[src/rtl/addressable_channel_router.sv]
`default_nettype none
// ---------------------------------------------------------------------------
// addressable_channel_router : host access -> one-hot channel strobes, rev 1.0
// ---------------------------------------------------------------------------
module addressable_channel_router #(
   parameter int                    ADDRESS_WIDTH  = 4,
   parameter int                    CHANNELS       = 4,
   parameter int                    BASE_ADDRESS   = 0,
   parameter logic [2*CHANNELS-1:0] DIRECTION_MASK = '1,
   parameter int                    TIMEOUT_CYCLES = 15
) (
   input  logic                     clk,
   input  logic                     reset,
   input  logic [ADDRESS_WIDTH-1:0] active_address,
   input  logic                     read_enable_in,
   input  logic                     write_enable_in,
   input  logic                     req_valid,
   output logic                     req_ready,
   output logic [CHANNELS-1:0]      read_enable_out,
   output logic [CHANNELS-1:0]      write_enable_out,
   input  logic [CHANNELS-1:0]      channel_done,
   output logic                     resp_valid,
   input  logic                     resp_ready,
   output logic [1:0]               resp_error
);

   localparam int IW    = (CHANNELS > 1) ? $clog2(CHANNELS) : 1;
   localparam int CW    = (TIMEOUT_CYCLES > 0) ? $clog2(TIMEOUT_CYCLES + 1) : 1;
   localparam int LIMIT = (TIMEOUT_CYCLES > 0) ? TIMEOUT_CYCLES - 1 : 0;
   localparam int OW    = ADDRESS_WIDTH + 1;

   typedef enum logic [1:0] {
      IDLE     = 2'd0,
      RD_PHASE = 2'd1,
      WR_PHASE = 2'd2,
      RESP     = 2'd3
   } state_t;

   state_t              state, state_n;
   logic [IW-1:0]       idx, idx_n;
   logic                wr_pending, wr_pending_n;
   logic [CW-1:0]       tcount, tcount_n;
   logic [CHANNELS-1:0] rd_en_n, wr_en_n;
   logic                resp_valid_n;
   logic [1:0]          resp_error_n;

   logic [OW-1:0]       offset;
   logic                in_range, rd_allowed, wr_allowed;
   logic [CHANNELS-1:0] req_onehot, cur_onehot;
   logic                done_sel, timeout_hit;

   assign req_ready = (state == IDLE) && !reset;

   // Offset is one bit wider than the address so the window test cannot wrap.
   assign offset   = OW'(active_address) - OW'(BASE_ADDRESS);
   assign in_range = (OW'(active_address) >= OW'(BASE_ADDRESS)) && (offset < OW'(CHANNELS));

   always_comb begin
      rd_allowed = 1'b0;
      wr_allowed = 1'b0;
      req_onehot = '0;
      cur_onehot = '0;
      for (int k = 0; k < CHANNELS; k++) begin
         if (offset == OW'(k)) begin
            rd_allowed    = DIRECTION_MASK[2*k];
            wr_allowed    = DIRECTION_MASK[2*k+1];
            req_onehot[k] = 1'b1;
         end
         cur_onehot[k] = (idx == IW'(k));
      end
   end

   assign done_sel    = |(channel_done & cur_onehot);
   assign timeout_hit = (TIMEOUT_CYCLES > 0) && (tcount == CW'(LIMIT));

   always_comb begin
      state_n      = state;
      idx_n        = idx;
      wr_pending_n = wr_pending;
      tcount_n     = tcount;
      rd_en_n      = read_enable_out;
      wr_en_n      = write_enable_out;
      resp_valid_n = resp_valid;
      resp_error_n = resp_error;
      case (state)
         IDLE: begin
            if (req_valid) begin
               idx_n        = offset[IW-1:0];
               wr_pending_n = write_enable_in;
               tcount_n     = '0;
               if (!read_enable_in && !write_enable_in) begin
                  state_n      = RESP;
                  resp_valid_n = 1'b1;
                  resp_error_n = 2'd3;
               end else if (!in_range || (read_enable_in && !rd_allowed) ||
                            (write_enable_in && !wr_allowed)) begin
                  state_n      = RESP;
                  resp_valid_n = 1'b1;
                  resp_error_n = 2'd1;
               end else if (read_enable_in) begin
                  state_n = RD_PHASE;
                  rd_en_n = req_onehot;
               end else begin
                  state_n = WR_PHASE;
                  wr_en_n = req_onehot;
               end
            end
         end
         RD_PHASE: begin
            if (done_sel) begin
               rd_en_n  = '0;
               tcount_n = '0;
               if (wr_pending) begin
                  state_n = WR_PHASE;
                  wr_en_n = cur_onehot;
               end else begin
                  state_n      = RESP;
                  resp_valid_n = 1'b1;
                  resp_error_n = 2'd0;
               end
            end else if (timeout_hit) begin
               rd_en_n      = '0;
               state_n      = RESP;
               resp_valid_n = 1'b1;
               resp_error_n = 2'd2;
            end else begin
               tcount_n = tcount + CW'(1);
            end
         end
         WR_PHASE: begin
            if (done_sel || timeout_hit) begin
               wr_en_n      = '0;
               state_n      = RESP;
               resp_valid_n = 1'b1;
               resp_error_n = done_sel ? 2'd0 : 2'd2;
            end else begin
               tcount_n = tcount + CW'(1);
            end
         end
         RESP: begin
            if (resp_ready) begin
               state_n      = IDLE;
               resp_valid_n = 1'b0;
            end
         end
         default: state_n = IDLE;
      endcase
   end

   always_ff @(posedge clk) begin
      if (reset) begin
         state            <= IDLE;
         idx              <= '0;
         wr_pending       <= 1'b0;
         tcount           <= '0;
         read_enable_out  <= '0;
         write_enable_out <= '0;
         resp_valid       <= 1'b0;
         resp_error       <= 2'd0;
      end else begin
         state            <= state_n;
         idx              <= idx_n;
         wr_pending       <= wr_pending_n;
         tcount           <= tcount_n;
         read_enable_out  <= rd_en_n;
         write_enable_out <= wr_en_n;
         resp_valid       <= resp_valid_n;
         resp_error       <= resp_error_n;
      end
   end

endmodule
`default_nettype wire

[config.mk]
export PLATFORM = sky130hd
export DESIGN_NAME = addressable_channel_router
export DESIGN_NICKNAME = d
export VERILOG_FILES = /design/src/rtl/addressable_channel_router.sv
export SDC_FILE = /design/constraint.sdc
export NUM_CORES = 1
export LEC_CHECK = 0
export BUFFER_PORTS_ARGS = -buffer_cell sky130_fd_sc_hd__buf_4
export CORE_ASPECT_RATIO = 1.25
export CORE_MARGIN = 1.5
export CORE_UTILIZATION = 53
export CTS_CLUSTER_DIAMETER = 120
export DETAILED_ROUTE_END_ITERATION = 8
export GPL_ROUTABILITY_DRIVEN = 0
export PLACE_DENSITY = 0.82
export SLEW_MARGIN = 20
export SYNTH_ARGS = -nofsm -noshare
export SYNTH_HDL_FRONTEND = slang
export SYNTH_SLANG_ARGS = --single-unit
export TNS_END_PERCENT = 10
[constraint.sdc]
create_clock -name clk -period 2.4 [get_ports clk]
set_clock_uncertainty 0.05 [all_clocks]
set_input_delay 0.24 -clock clk [delete_from_list [all_inputs] [get_ports clk]]
set_output_delay 0.24 -clock clk [all_outputs]
set_load 0.1 [all_outputs]
; ---- Word level (Yosys, flattened, before mapping)
; Index checks and enable logic that the tools add are counted.
[totals]
register_bits = 20
in_bits = 14
output_inout_bits = 12
elab_cells = 115
[op_classes]
add_sub_neg = 1
order_cmp = 1
n_eq_ne = 24
mux = 55
bitwise = 1
reduce_logical = 25
[op_table]
columns = cell, n
row1 = $mux 4, 17
row2 = $mux 2, 16
row3 = $pmux 4 s3, 2
row4 = $ne 2x2->1 const B, 10
row5 = $reduce_and 6->1, 3
row6 = $mux 1, 16
row7 = $ne 3x3->1 const B, 3
row8 = $eq 2x2->1 const B, 4
row9 = $eq 4x2->1 const B, 2
row10 = $pmux 2 s4, 1
row11 = $pmux 4 s2, 1
row12 = $reduce_and 4->1, 2
row13 = $reduce_and 8->1, 1
row14 = $pmux 2 s3, 1
row15 = $logic_not 1->1, 5
row16 = $logic_not 5->1, 1
row17 = $add 4x1->4 const B, 1
row18 = $and 4x4->4, 1
row19 = $eq 2x1->1 const B, 2
row20 = $eq 4x1->1 const B, 1
row21 = $eq 4x4->1 const B, 1
row22 = $logic_and 1x1->1, 4
row23 = $logic_not 2->1, 2
row24 = $lt 4x3->1 const B, 1
row25 = 7 further kinds, 9

; ---- Longest topological paths before layout
; Gate-level depths: netlist of the first run.
[depth]
word_depth = 13
depth_mapped = 8
mapped_depth_nobuf = 7

; ---- Least setup slack after synthesis of the first run
; No wires, ideal clock.
[synth_path]
path_type = reg2out
from = register state[0]
to = output port req_ready
t_arrival_ps = 2229
required_ps = 2110
slack_ps = -119
path_stages_with_launch = 5
n_path_buf = 1
path_cell_list = dfxtp_1 -> inv_1 -> ha_1 -> clkbuf_1 -> nor2b_1
[synth_via]
elab_chain_len = 2
[synth_lines]
columns = element, line
row1 = start: declaration, 39  ; state_t state, state_n;
row2 = start signal: assignment, 161  ; state <= state_n;
row3 = $logic_not 2->1, 52  ; assign req_ready = (state == IDLE) && !reset;
row4 = $logic_and 1x1->1, 52
row5 = end: declaration, 18  ; output logic req_ready,
; Every way passes these cells.

; ---- Worst setup path after layout of the first run
[layout_path]
from = register idx[0]
to = register tcount[2]
[layout_via]
elab_chain_len = 6
elab_cells_between_ends = 12
cone_classes = eq/ne: 5 / mux: 2 / bitwise: 1 / reduce/logical: 4
[layout_lines]
columns = element, line
row1 = start: declaration, 40  ; logic [IW-1:0] idx, idx_n;
row2 = start signal: assignment, 162  ; idx <= idx_n;
row3 = $eq 2x1->1 (tied with other cells), 69  ; cur_onehot[k] = (idx == IW'(k));
row4 = $and 4x4->4 *, 73  ; assign done_sel = |(channel_done & cur_onehot);
row5 = $reduce_or 4->1 *, 73
row6 = $logic_or 1x1->1, 131  ; if (done_sel || timeout_hit) begin
row7 = $ne 2x2->1 (no source line), n/a
row8 = $reduce_and 4->1 (no source line), n/a
row9 = end signal: assignment, 164  ; tcount <= tcount_n;
row10 = end: declaration, 42  ; logic [CW-1:0] tcount, tcount_n;
; Mark *: on every way between the ends. The rest lies on a longest branch, timed or not.
; A chain may end at the register's enable or synchronous reset.

==> reports/qor.yml, run 1 <==
global_routing:
  grtUsageTotal: 0.236
  grt_overflow: 0
  grt_pass1_vias: 1114
  grt_pass1_wl_um: 4700
  grt_max_degree: 24
  antenna_found_initial: 0
logic_synthesis:
  netlist.top_cell.by_area: "dfxtp_1"
  ys_warn_count: 0
  synth_edf_count: 0
  synth_area_leaders: "dfxtp_1 33%, ha_1 8.2%, nand2_1 4.9%"
  ys_types: 40
  yosysSeqAreaShare: 0.328
  yosys_most_used_dff: "dfxtp_1"
  yosys_register_bits: 20
  avgSynthCellArea_um2: 8.20
  synth_top_area_frac: 0.328
  syn_inst: 149
  synth_nets: 171
  synth_area_um2: 1220
  async_reset_ff_frac: 0
critical_path:
  critPathKind: "flip-flop to flip-flop"
  cp-end-kind: "flip-flop"
  crit_path_start_kind: "flip-flop"
  critPathMaxStageDelay_ps: 580
  cpMaxStageDelayCell: "mux4_2"
  path_cells: "mux4_2, nor2b_2, nand4_1, or3b_1, a21oi_1"
  crit_fanout: 8
  cp_data_arrival_time_ps: 2360
  required_ps: 2600
sta:
  post-route-period-util: 0.898
  finalSetupViolations: 0
  final_max_slew_viol_count: 0
  finalSetupTns_ps: 0
  rsz0062_at_grt: "no"
  setup_slack_ps: 245
  slew_headroom: 0.615
  worst_pin_slew_ps: 577
  hold_viol: 0
  fmax_mhz: 464
  fin_crit_ps: 2160
route:
  drc: 0
  drtPass1Iterations: 4
  wire_per_inst_um: 13.2
  ant_nets: 0
  via_count: 1196
  routed_wl_um: 2690
  drtIter0Drc: 40
  avgViaCountPerCell: 5.86
clock_network:
  htreeDepth: 1
  cts_tree: "built"
  clock_latency_ps: 310
  cts-root-buf: "clkbuf_4"
  cts.clk_slew.worst_paths_ps: 120
  cts_resized: 0
  numClockSinks: 20
  ctsHoldBuffers: 0
  numCtsBuffers: 3
  clk_path_buf_depth: 2
  post-cts-setup-buffer-count: 0
floorplanning:
  fp-row-count: 19
  top_level_ports: 26
  fp.dieW_um: 46.0
  die-height_um: 56.7
  dieArea_um2: 2610
  core_um2: 2190
  start_util: 0.559
hold_path:
  min_path_type: "primary input to flip-flop"
outcome:
  outcome: "complete, no violations"
placed_design:
  hpwl_um: 2060
  dp.cells: 200
  pre_cts_slack_ps: 256
  port_buffers: 25
final_layout:
  layout_common_cells: "26 x buf_4, 20 x dfxtp_1, 16 x nand2_1"
  stdcell_count: 204
  fillCellCount: 186
  area_growth_pct: 21.2
  nNetsFinal: 196
  diodes: 0
  final_common_cell: "buf_4"
  layout-drive-gt1-share: 0.214
run:
  drv_cap: 0
power_and_ir_drop:
  power-per-cell-area_nw_per_um2: 1160
  p_leak_nw: 0.617
  ir_drop_uv: 701
cell type report:
| class | count | area [µm²] | share of cell area |
|---|---|---|---|
| Tap cell | 31 | 38.8 | 0.0262 |
| Clock inverter | 1 | 30.0 | 0.0203 |
| Timing Repair Buffer | 26 | 195 | 0.132 |
| Inverter | 7 | 26.3 | 0.0177 |
| Multi-Input combinational cell | 116 | 768 | 0.519 |
| Clock buffer | 3 | 22.5 | 0.0152 |
| Sequential cell | 20 | 400 | 0.270 |
per-stage QoR:
stage | cell area (µm²) | power, mW | util | hold slack, ps
global route | 1480 | 1.82 | 0.677 | 157
global placement | 1430 | 1.41 | 0.653 | 394
finish | 1480 | 1.71 | 0.677 | 163
floorplan | 1220 | 1.24 | - | 337
detailed placement | 1430 | 1.43 | 0.653 | 407
CTS | 1480 | 1.71 | 0.677 | 163
registers in the layout (all words and copies together) (netlist names):
name / count
resp_valid: 1
write_enable_out: 4
state: 2
tcount: 4
read_enable_out: 4
resp_error: 2
idx: 2
wr_pending: 1
worst paths after layout:
path / startpoint / end / slack [ps] / cells past startpoint
worst max register to register: idx[0] / tcount[2] / 240 / 5
worst min register to register: read_enable_out[3] / read_enable_out[3] / 420 / 2
worst min-delay path: write_enable_in / wr_pending / 160 / 3
worst max-delay path: idx[0] / tcount[2] / 240 / 5
metal layers:
| metal | global-route usage | routed length (µm) |
|---|---|---|
| met1 | 0.277 | 1140 |
| met2 | 0.415 | 1380 |
| met3 | 0.0289 | 133 |
| met4 | 0.0816 | 38 |
| met5 | 0 | 0 |
power by group:
part           switching (mW)  internal (mW)  total, mW
registers              0.0412          0.387      0.428
logic                   0.658          0.350       1.01
clock network           0.110          0.169      0.279
worst max-delay path: cells and delay by family, from the launching register on:
kind | cells | cell delay, ps
multiplexers | 1 | 580
flip-flops | 1 | 410
AO/OA/AOI/OAI | 1 | 140
AND/OR/NAND/NOR | 3 | 930
cell usage after synthesis, types with 2 or more instances:
cell type,number
dfxtp_1,20
nand2_1,16
nor2_1,13
a21oi_1,11
ha_1,8
nand2b_1,8
inv_1,7
nand3_1,6
clkbuf_1,5
mux2i_1,5
nand4_1,5
or3_1,5
o21ai_0,4
nor3_1,3
o32ai_1,3
a31oi_1,2
a32oi_1,2
nor2b_1,2
o21a_1,2
o22ai_1,2
cell families after synthesis:
group	after synthesis	synth area share
AO/OA/AOI/OAI	36	0.202
AND/OR/NAND/NOR	65	0.274
flip-flops	20	0.328
multiplexers	7	0.0686
buffers and inverters	13	0.0461
adder cells (fa/ha/maj)	8	0.0819
(Power assumes the default switching activity.)
==> run 2: changes to the inputs <==
Settings changed: PLACE_DENSITY 0.82 to 0.78.
==> run 2 against run 1 <==
Against the previous run: global-route usage increased by 0.92 points; first-iteration DRC count fell by 18%; non-clock buffer count did not move; setup slack worse by 43 ps; register-to-register slack got worse by 40 ps; clock power increased by 3%; core utilization stayed put; critical path depth is the same; sequential cell count unchanged; sequential share of layout area is the same; combinational power barely moved; die area is the same; critical path type unchanged; critical endpoint unchanged; largest power group unchanged.
==> reports/qor.yml, run 2 (synthesized netlist as in run 1, its figures left out) <==
outcome:
  outcome: "complete, no violations"
floorplanning:
  top_level_ports: 26  # unchanged
  fp.dieW_um: 46.0  # unchanged
  die-height_um: 56.7  # unchanged
  start_util: 0.559  # unchanged
  dieArea_um2: 2610  # unchanged
  core_um2: 2190  # unchanged
  fp-row-count: 19  # unchanged
hold_path:
  min_path_type: "primary input to flip-flop"
  min_from: "write_enable_in"
  worstHoldPathCells: 3  # unchanged
  worstHoldEndpoint: "wr_pending"
final_layout:
  nNetsFinal: 196  # unchanged
  final_common_cell: "buf_4"
  fillCellCount: 198  # +6.5%
  reg_top3: "read_enable_out: 4 flops, tcount: 4 flops, write_enable_out: 4 flops"
  diodes: 0  # unchanged
  layout_common_cells: "26 x buf_4, 20 x dfxtp_1, 16 x nand2_1"
  regArea_um2: 400  # unchanged
  fin_util: 0.677  # unchanged
  layout-drive-gt1-share: 0.214  # unchanged
  area_growth_pct: 21.2  # unchanged
  stdcell_count: 204  # unchanged
  multi_input_area_um2: 768  # unchanged
critical_path:
  r2r_start: "idx[0]"
  required_ps: 2610  # about the same
  critPathKind: "flip-flop to flip-flop"
  crit_fanout: 8  # unchanged
  path_cells: "mux4_2, nor2b_2, nand4_1, or3b_1, a21oi_1"
  crit_path_start_kind: "flip-flop"
  cp_data_arrival_time_ps: 2410  # +50 ps
  rrSetupSlack_ps: 200  # -40 ps
  cpMaxStageDelayCell: "mux4_2"
  cp-end-kind: "flip-flop"
  cp_top_family: "simple AND/OR/NAND/NOR gates"
  worst_r2r_endpoint: "tcount[2]"
  path_buf_inv: 0  # unchanged
  critPathMaxStageDelay_ps: 590  # about the same
  r2r_cells: 5  # unchanged
global_routing:
  grtUsageTotal: 0.245  # +0.00918
  grt_pass1_wl_um: 4790  # +1.9%
  grt_pass1_vias: 1145  # +2.8%
  antenna_found_initial: 0  # unchanged
  grt_max_degree: 24  # unchanged
  grt_overflow: 0  # unchanged
clock_network:
  clk_path_buf_depth: 2  # unchanged
  cts_resized: 0  # unchanged
  clock_latency_ps: 320  # about the same
  htreeDepth: 1  # unchanged
  post-cts-setup-buffer-count: 0  # unchanged
  numCtsBuffers: 3  # unchanged
  cts_tree: "built"
  numClockSinks: 20  # unchanged
  ctsHoldBuffers: 0  # unchanged
  cts-root-buf: "clkbuf_4"
  cts.clk_slew.worst_paths_ps: 130  # about the same
sta:
  finalSetupViolations: 0  # unchanged
  post-route-period-util: 0.916  # +0.0181
  final_max_slew_viol_count: 0  # unchanged
  hold_viol: 0  # unchanged
  worst_pin_slew_ps: 536  # -40.9 ps
  rsz0062_at_grt: "no"
  slew_headroom: 0.642  # +0.0273
  fmax_mhz: 455  # -2.0%
  fin_crit_ps: 2200  # +43.4 ps
  finalSetupTns_ps: 0  # unchanged
route:
  drtPass1Iterations: 4  # unchanged
  routed_wl_um: 2820  # +4.9%
  ant_nets: 0  # unchanged
  avgViaCountPerCell: 5.83  # -0.59%
  drc: 0  # unchanged
  wire_per_inst_um: 13.8  # +4.9%
  via_count: 1189  # -0.59%
  drtIter0Drc: 33  # -18%
power_and_ir_drop:
  power-per-cell-area_nw_per_um2: 1170  # +0.71%
  p_leak_nw: 0.617  # unchanged
  ir_drop_uv: 824  # +18%
placed_design:
  hpwl_um: 2090  # +1.6%
  port_buffers: 25  # unchanged
  dp.cells: 200  # unchanged
run:
  drv_cap: 0  # unchanged
## run 2: cell counts in the layout (fill, tap and decap cells not counted)
Identical to the previous run, type by type.
## run 2: worst max-delay path by stage
stage                   from        end  slack [ps]  cells past startpoint
floorplan           state[1]   state[0]         380                      6
global placement    state[1]   state[0]         380                      5
detailed placement    idx[0]  tcount[2]         270                      5
CTS                   idx[0]  tcount[2]         240                      5
global route        state[1]  tcount[2]         130                      7
finish                idx[0]  tcount[2]         200                      5
## run 2: per-stage QoR
step | total power [mW] | area, µm² | worst slack (ps) | hold slack [ps]
floorplan | 1.24 | 1220 | 378 | 337
global placement | 1.41 | 1430 | 376 | 394
detailed placement | 1.43 | 1430 | 271 | 410
CTS | 1.73 | 1480 | 239 | 145
global route | 1.84 | 1480 | 128 | 134
finish | 1.73 | 1480 | 201 | 148
## run 2: tightest hold or removal path: cells and delay by family
| family | cells | cell delay [ps] |
|---|---|---|
| buffers and inverters | 1 | 130 |
| AOI/OAI and AO/OA | 1 | 50 |
| and+or+nand+nor | 1 | 60 |
## run 2: layer usage
| metal | track usage | share of wire | up-vias |
|---|---|---|---|
| met5 | 0 | 0 | - |
| met4 | 0.139 | 0.022 | 0 |
| met3 | 0.0482 | 0.039 | 7 |
| met2 | 0.389 | 0.50 | 33 |
| met1 | 0.293 | 0.44 | 559 |
| li1 | - | - | 590 |
## run 2: cell type report
cell class | instances | share of cell area
repair buffers | 26 | 0.132
clock inverters | 1 | 0.0203
clock buffers | 3 | 0.0152
well taps | 31 | 0.0262
inverters | 7 | 0.0177
flip-flops and latches | 20 | 0.270
multi-input cells | 116 | 0.519
## run 2: power by group
group | internal, mW | switching, mW
sequential | 0.387 | 0.0409
clock | 0.169 | 0.119
combinational | 0.349 | 0.662
